$ cat src/rtl/uart_rx_pkg.sv
// uart_rx_pkg: shared receiver state encodings and default frame/baud constants
package uart_rx_pkg;
    typedef enum logic [1:0] {
        IDLE  = 2'b00,
        START = 2'b01,
        DATA  = 2'b10,
        STOP  = 2'b11
    } state_e;
    localparam int DEF_DB      = 8;
    localparam int DEF_SB_TICK = 16;
    localparam int DEF_DVSR    = 163;
    localparam int DEF_DVSR_W  = 8;
endpackage

$ cat src/rtl/uart_rx_baud_gen.sv
// baud_gen: free-running divider producing a one-clk tick every DVSR cycles
module baud_gen #(
    parameter int DVSR   = 163,
    parameter int DVSR_W = 8
) (
    input  logic clk,
    input  logic reset,
    output logic tick
);
    logic [DVSR_W-1:0] cnt_q, cnt_d;
    always_comb begin
        tick  = cnt_q == DVSR_W'(DVSR - 1);
        cnt_d = tick ? '0 : cnt_q + DVSR_W'(1);
    end
    always_ff @(posedge clk) begin
        if (reset) cnt_q <= '0;
        else       cnt_q <= cnt_d;
    end
endmodule

$ cat src/rtl/uart_rx.sv
// uart_rx: 16x oversampling UART receiver with framing-error flag
module uart_rx
    import uart_rx_pkg::*;
#(
    parameter int DB      = DEF_DB,
    parameter int SB_TICK = DEF_SB_TICK,
    parameter int DVSR    = DEF_DVSR,
    parameter int DVSR_W  = DEF_DVSR_W
) (
    input  logic          clk,
    input  logic          reset,
    input  logic          rx,
    output logic [DB-1:0] d_out,
    output logic          rx_done,
    output logic          frame_err
);
    // s must still count to 15 in DATA even when the stop period is short
    localparam int SW = ($clog2(SB_TICK) > 4) ? $clog2(SB_TICK) : 4;
    localparam int NW = (DB > 1) ? $clog2(DB) : 1;
    state_e        state_q, state_d;
    logic [SW-1:0] s_q, s_d;
    logic [NW-1:0] n_q, n_d;
    logic [DB-1:0] b_q, b_d, d_out_q, d_out_d;
    logic          frame_err_q, frame_err_d, rx_done_q, rx_done_d;
    logic [1:0]    sync_q;
    logic          rx_s, tick;
    baud_gen #(.DVSR(DVSR), .DVSR_W(DVSR_W)) u_baud (
        .clk  (clk),
        .reset(reset),
        .tick (tick)
    );
    assign rx_s      = sync_q[1];
    assign d_out     = d_out_q;
    assign rx_done   = rx_done_q;
    assign frame_err = frame_err_q;
    always_comb begin
        state_d     = state_q;
        s_d         = s_q;
        n_d         = n_q;
        b_d         = b_q;
        d_out_d     = d_out_q;
        frame_err_d = frame_err_q;
        rx_done_d   = 1'b0;
        case (state_q)
            IDLE: begin
                if (!rx_s) begin
                    state_d = START;
                    s_d     = '0;
                end
            end
            START: begin
                if (tick) begin
                    if (s_q == SW'(7)) begin
                        state_d = rx_s ? IDLE : DATA;
                        s_d     = '0;
                        n_d     = '0;
                    end else s_d = s_q + SW'(1);
                end
            end
            DATA: begin
                if (tick) begin
                    if (s_q == SW'(15)) begin
                        b_d     = {rx_s, b_q[DB-1:1]};
                        s_d     = '0;
                        state_d = (n_q == NW'(DB - 1)) ? STOP : DATA;
                        n_d     = n_q + NW'(1);
                    end else s_d = s_q + SW'(1);
                end
            end
            STOP: begin
                if (tick) begin
                    if (s_q == SW'(SB_TICK - 1)) begin
                        state_d     = IDLE;
                        d_out_d     = b_q;
                        frame_err_d = ~rx_s;
                        rx_done_d   = 1'b1;
                    end else s_d = s_q + SW'(1);
                end
            end
        endcase
    end
    always_ff @(posedge clk) begin
        if (reset) begin
            state_q     <= IDLE;
            s_q         <= '0;
            n_q         <= '0;
            b_q         <= '0;
            d_out_q     <= '0;
            frame_err_q <= 1'b0;
            rx_done_q   <= 1'b0;
            sync_q      <= 2'b11;
        end else begin
            state_q     <= state_d;
            s_q         <= s_d;
            n_q         <= n_d;
            b_q         <= b_d;
            d_out_q     <= d_out_d;
            frame_err_q <= frame_err_d;
            rx_done_q   <= rx_done_d;
            sync_q      <= {sync_q[0], rx};
        end
    end
endmodule

$ cat config.mk
export PLATFORM = sky130hd
export DESIGN_NAME = uart_rx
export DESIGN_NICKNAME = d
export VERILOG_FILES = /design/src/rtl/uart_rx_pkg.sv /design/src/rtl/uart_rx_baud_gen.sv /design/src/rtl/uart_rx.sv
export SDC_FILE = /design/constraint.sdc
export NUM_CORES = 1
export LEC_CHECK = 0
export CAP_MARGIN = 20
export CELL_PAD_IN_SITES_DETAIL_PLACEMENT = 0
export CELL_PAD_IN_SITES_GLOBAL_PLACEMENT = 1
export CORE_MARGIN = 5
export CORE_UTILIZATION = 30
export DETAILED_ROUTE_END_ITERATION = 8
export HOLD_SLACK_MARGIN = 0.12
export PLACE_DENSITY_LB_ADDON = 0.1
export SLEW_MARGIN = 20
export SYNTH_ARGS = -nofsm -noshare
export SYNTH_HDL_FRONTEND = slang
export SYNTH_SLANG_ARGS = --single-unit
$ cat constraint.sdc
create_clock -name clk -period 2.4 [get_ports clk]
set_input_delay 0.48 -clock clk [delete_from_list [all_inputs] [get_ports clk]]
set_output_delay 0.48 -clock clk [all_outputs]
set_load 0.02 [all_outputs]
==> results.ini <==
[timing]
timing.hold.ws_ps=414.6
worst_pin_slew_ps=537.5
rsz0062_at_grt=false
tns_ps=0
slew_headroom=0.6412
min_period_ps=1949
finalHoldViolCount=0
slew_violations=0
finClkSkew_ps=9.919
fmaxAchievable_mhz=513.0
finalCritPeriodShare=0.8122
setup_viol=0

[yosys]
yosysTopAreaCellShare=0.4448
synthTopCellsByArea=dfxtp_1, mux2i_1, nor2_1
synth_cell_types=41
synth_edf_count=0
yosys_warnings=0
yosysSeqAreaShare=0.4448
syn-instance-count=174
synth_ff_type=dfxtp_1
synth_top_area_cell=dfxtp_1
avgSynthCellArea_sq_um=9.571
ys_seq_elements=37
syn_nets=182
async_flop_share=0
mappedNetlistArea_sq_um=1665

[clocking]
cts.clk_slew.worst_paths_ps=70
clk_path_buf_depth=2
insertion_delay_ps=290
clock-sinks=37
post_cts_resized=0
cts_tree=built
htreeDepth=2
cts-root-buf=clkbuf_8
cts.hold.buffers_added=0
cts_buffers=5
post-cts-setup-buffers=0

[global_routing]
overflow=0
antenna_found_initial=0
grt_pass1_wl_mm=5.444
first_global_vias=1150
grt_max_degree=20
grt_util_all_layers=0.09527

[worst_setup_path]
r2r_slack_ps=450
required_ps=2570
reg2reg_from=u_baud.cnt_q[1]$_SDFF_PP0_
cp_slowest_cell=dfxtp_1
path_class=flop to flop
end_kind=flop
path_max_fanout=7
cp.arrival_ps=2120
cpPeakStageDelay_ps=390
rr_endpoint=s_q[1]$_SDFFE_PP0P_
crit_path_start_kind=flop
reg2reg_depth=6
path_cells=ha_1 > nor4bb_1 > buf_4 > nand2_2 > a221oi_4 > mux2_2

[detailed_routing]
ant_nets=0
route.detailed.drc=0
finalWirelength_mm=3.194
vias=1246
vias_per_cell=4.811
wire_per_inst_um=12.33
first_pass_iters=4
drt_iter0_drc=36

[placement]
io_buffers=12
gp_congestion=0.7357
dpl.hpwl_mm=2.312

[floorplan]
die_area_sq_um=7141
ioPinCount=13
design.core.area_sq_um=5439
dieHeight_um=84.51
num_rows=27
die_w_um=84.51
initial_core_util=0.3062

[hold_path]
holdPathEnd=sync_q[1]$_SDFF_PP1_
min_path_cells=1
hp-start=sync_q[0]$_SDFF_PP1_
hold_class=flop to flop

[final_layout]
n_fill_cell=559
num_antenna_cells=0
area_growth_pct=18.93
final_nets=194
drive_gt1_frac=0.1176

[pwr]
power_mw=1.227
powerDensity_nw_per_um2=619.4
leakage_nw=0.8548
peakVddDrop_uv=412.1

[run]
max_cap_viol_count=0

[outcome]
status=complete, no violations

## metrics by stage
stage	setup slack (ps)	util	instance area, sq um	instances
final	450.6	0.3642	1981	259
after global routing	357.5	0.3642	1981	259
after CTS	435.3	0.3642	1981	259
after detailed placement	466.5	0.3421	1861	251
after global placement	538.5	0.3421	1861	251
after floorplan	647.0	-	1665	174
## worst max-delay path: cells and delay by family, from the launching register on
kind            cells  cell delay, ps
fa+ha+maj           1             160
simple gates        2             320
buf+inv             1             210
mux                 1             370
compound gates      1             370
flops               1             390
## logic make-up (layout without fill, tap and decap cells)
logic type               count (synthesis)  after routing  share of synthesized area
AND/OR/NAND/NOR                         76             76                     0.2502
AO/OA/AOI/OAI                           16             16                    0.07664
buffers and inverters                   13             26                    0.03155
flip-flops                              37             37                     0.4448
multiplexers                            20             20                     0.1225
adder cells (fa/ha/maj)                  5              5                    0.03757
XOR/XNOR                                 7              7                    0.03682
## layout by cell type (no fill, tap or decap), types with 3 or more instances in the layout
master and n:
dfxtp_1 37, nor2_1 27, mux2i_1 17, clkdlybuf4s50_1 12, nand3_1 8, nand2_1 6, xor2_1 6, clkbuf_8 6
a21oi_1 5, ha_1 5, nor2b_1 4, nor3_1 4, buf_4 4, nand4_1 3, mux2_2 3, and3_1 3
or2_0 3
## power by group
part | internal [mW] | total [mW] | switching, mW
combinational | 0.0192 | 0.0406 | 0.0215
sequential | 0.621 | 0.632 | 0.0113
clock | 0.338 | 0.554 | 0.217
## synth_stat cells (3+ instances only)
master / count
dfxtp_1: 37
nor2_1: 27
mux2i_1: 17
clkbuf_1: 8
nand3_1: 8
nand2_1: 6
xor2_1: 6
a21oi_1: 5
ha_1: 5
nor2b_1: 4
nor3_1: 4
and3_1: 3
buf_2: 3
mux2_2: 3
nand4_1: 3
or2_0: 3
## layout make-up
type	instances	area, sq um	share of cell area
Multi-Input combinational cell	124	872.1	0.4403
Sequential cell	37	740.7	0.3740
Timing Repair Buffer	16	150.1	0.07581
Tap cell	72	90.09	0.04548
Clock buffer	6	82.58	0.04169
Clock inverter	2	37.54	0.01895
Inverter	2	7.507	0.003790
## worst max-delay path by stage
| stage | from | endpoint | cells past startpoint |
|---|---|---|---|
| after floorplan | u_baud.cnt_q[0]$_SDFF_PP0_ | s_q[0]$_SDFFE_PP0P_ | 7 |
| final | u_baud.cnt_q[1]$_SDFF_PP0_ | s_q[1]$_SDFFE_PP0P_ | 6 |
| after CTS | u_baud.cnt_q[0]$_SDFF_PP0_ | s_q[1]$_SDFFE_PP0P_ | 7 |
| after global routing | u_baud.cnt_q[0]$_SDFF_PP0_ | s_q[1]$_SDFFE_PP0P_ | 7 |
| after detailed placement | u_baud.cnt_q[0]$_SDFF_PP0_ | s_q[1]$_SDFFE_PP0P_ | 7 |
| after global placement | u_baud.cnt_q[0]$_SDFF_PP0_ | s_q[1]$_SDFFE_PP0P_ | 7 |
## metal layers
layer	GRT usage	routed length [um]	vias to the layer above
li1	-	-	631
met1	0.1189	1533	594
met2	0.1495	1484	16
met3	0.03042	128	5
met4	0.04317	46	0
met5	0	0	-
## sequential cells by signal, summed over array words and instances (netlist names), named ones only
register,count
b_q,8
d_out,8
u_baud.cnt_q,8
s_q,4
n_q,3
sync_q,2
frame_err,1
rx_done,1
state_q,1
No activity file was read; power rests on OpenSTA's default activity.
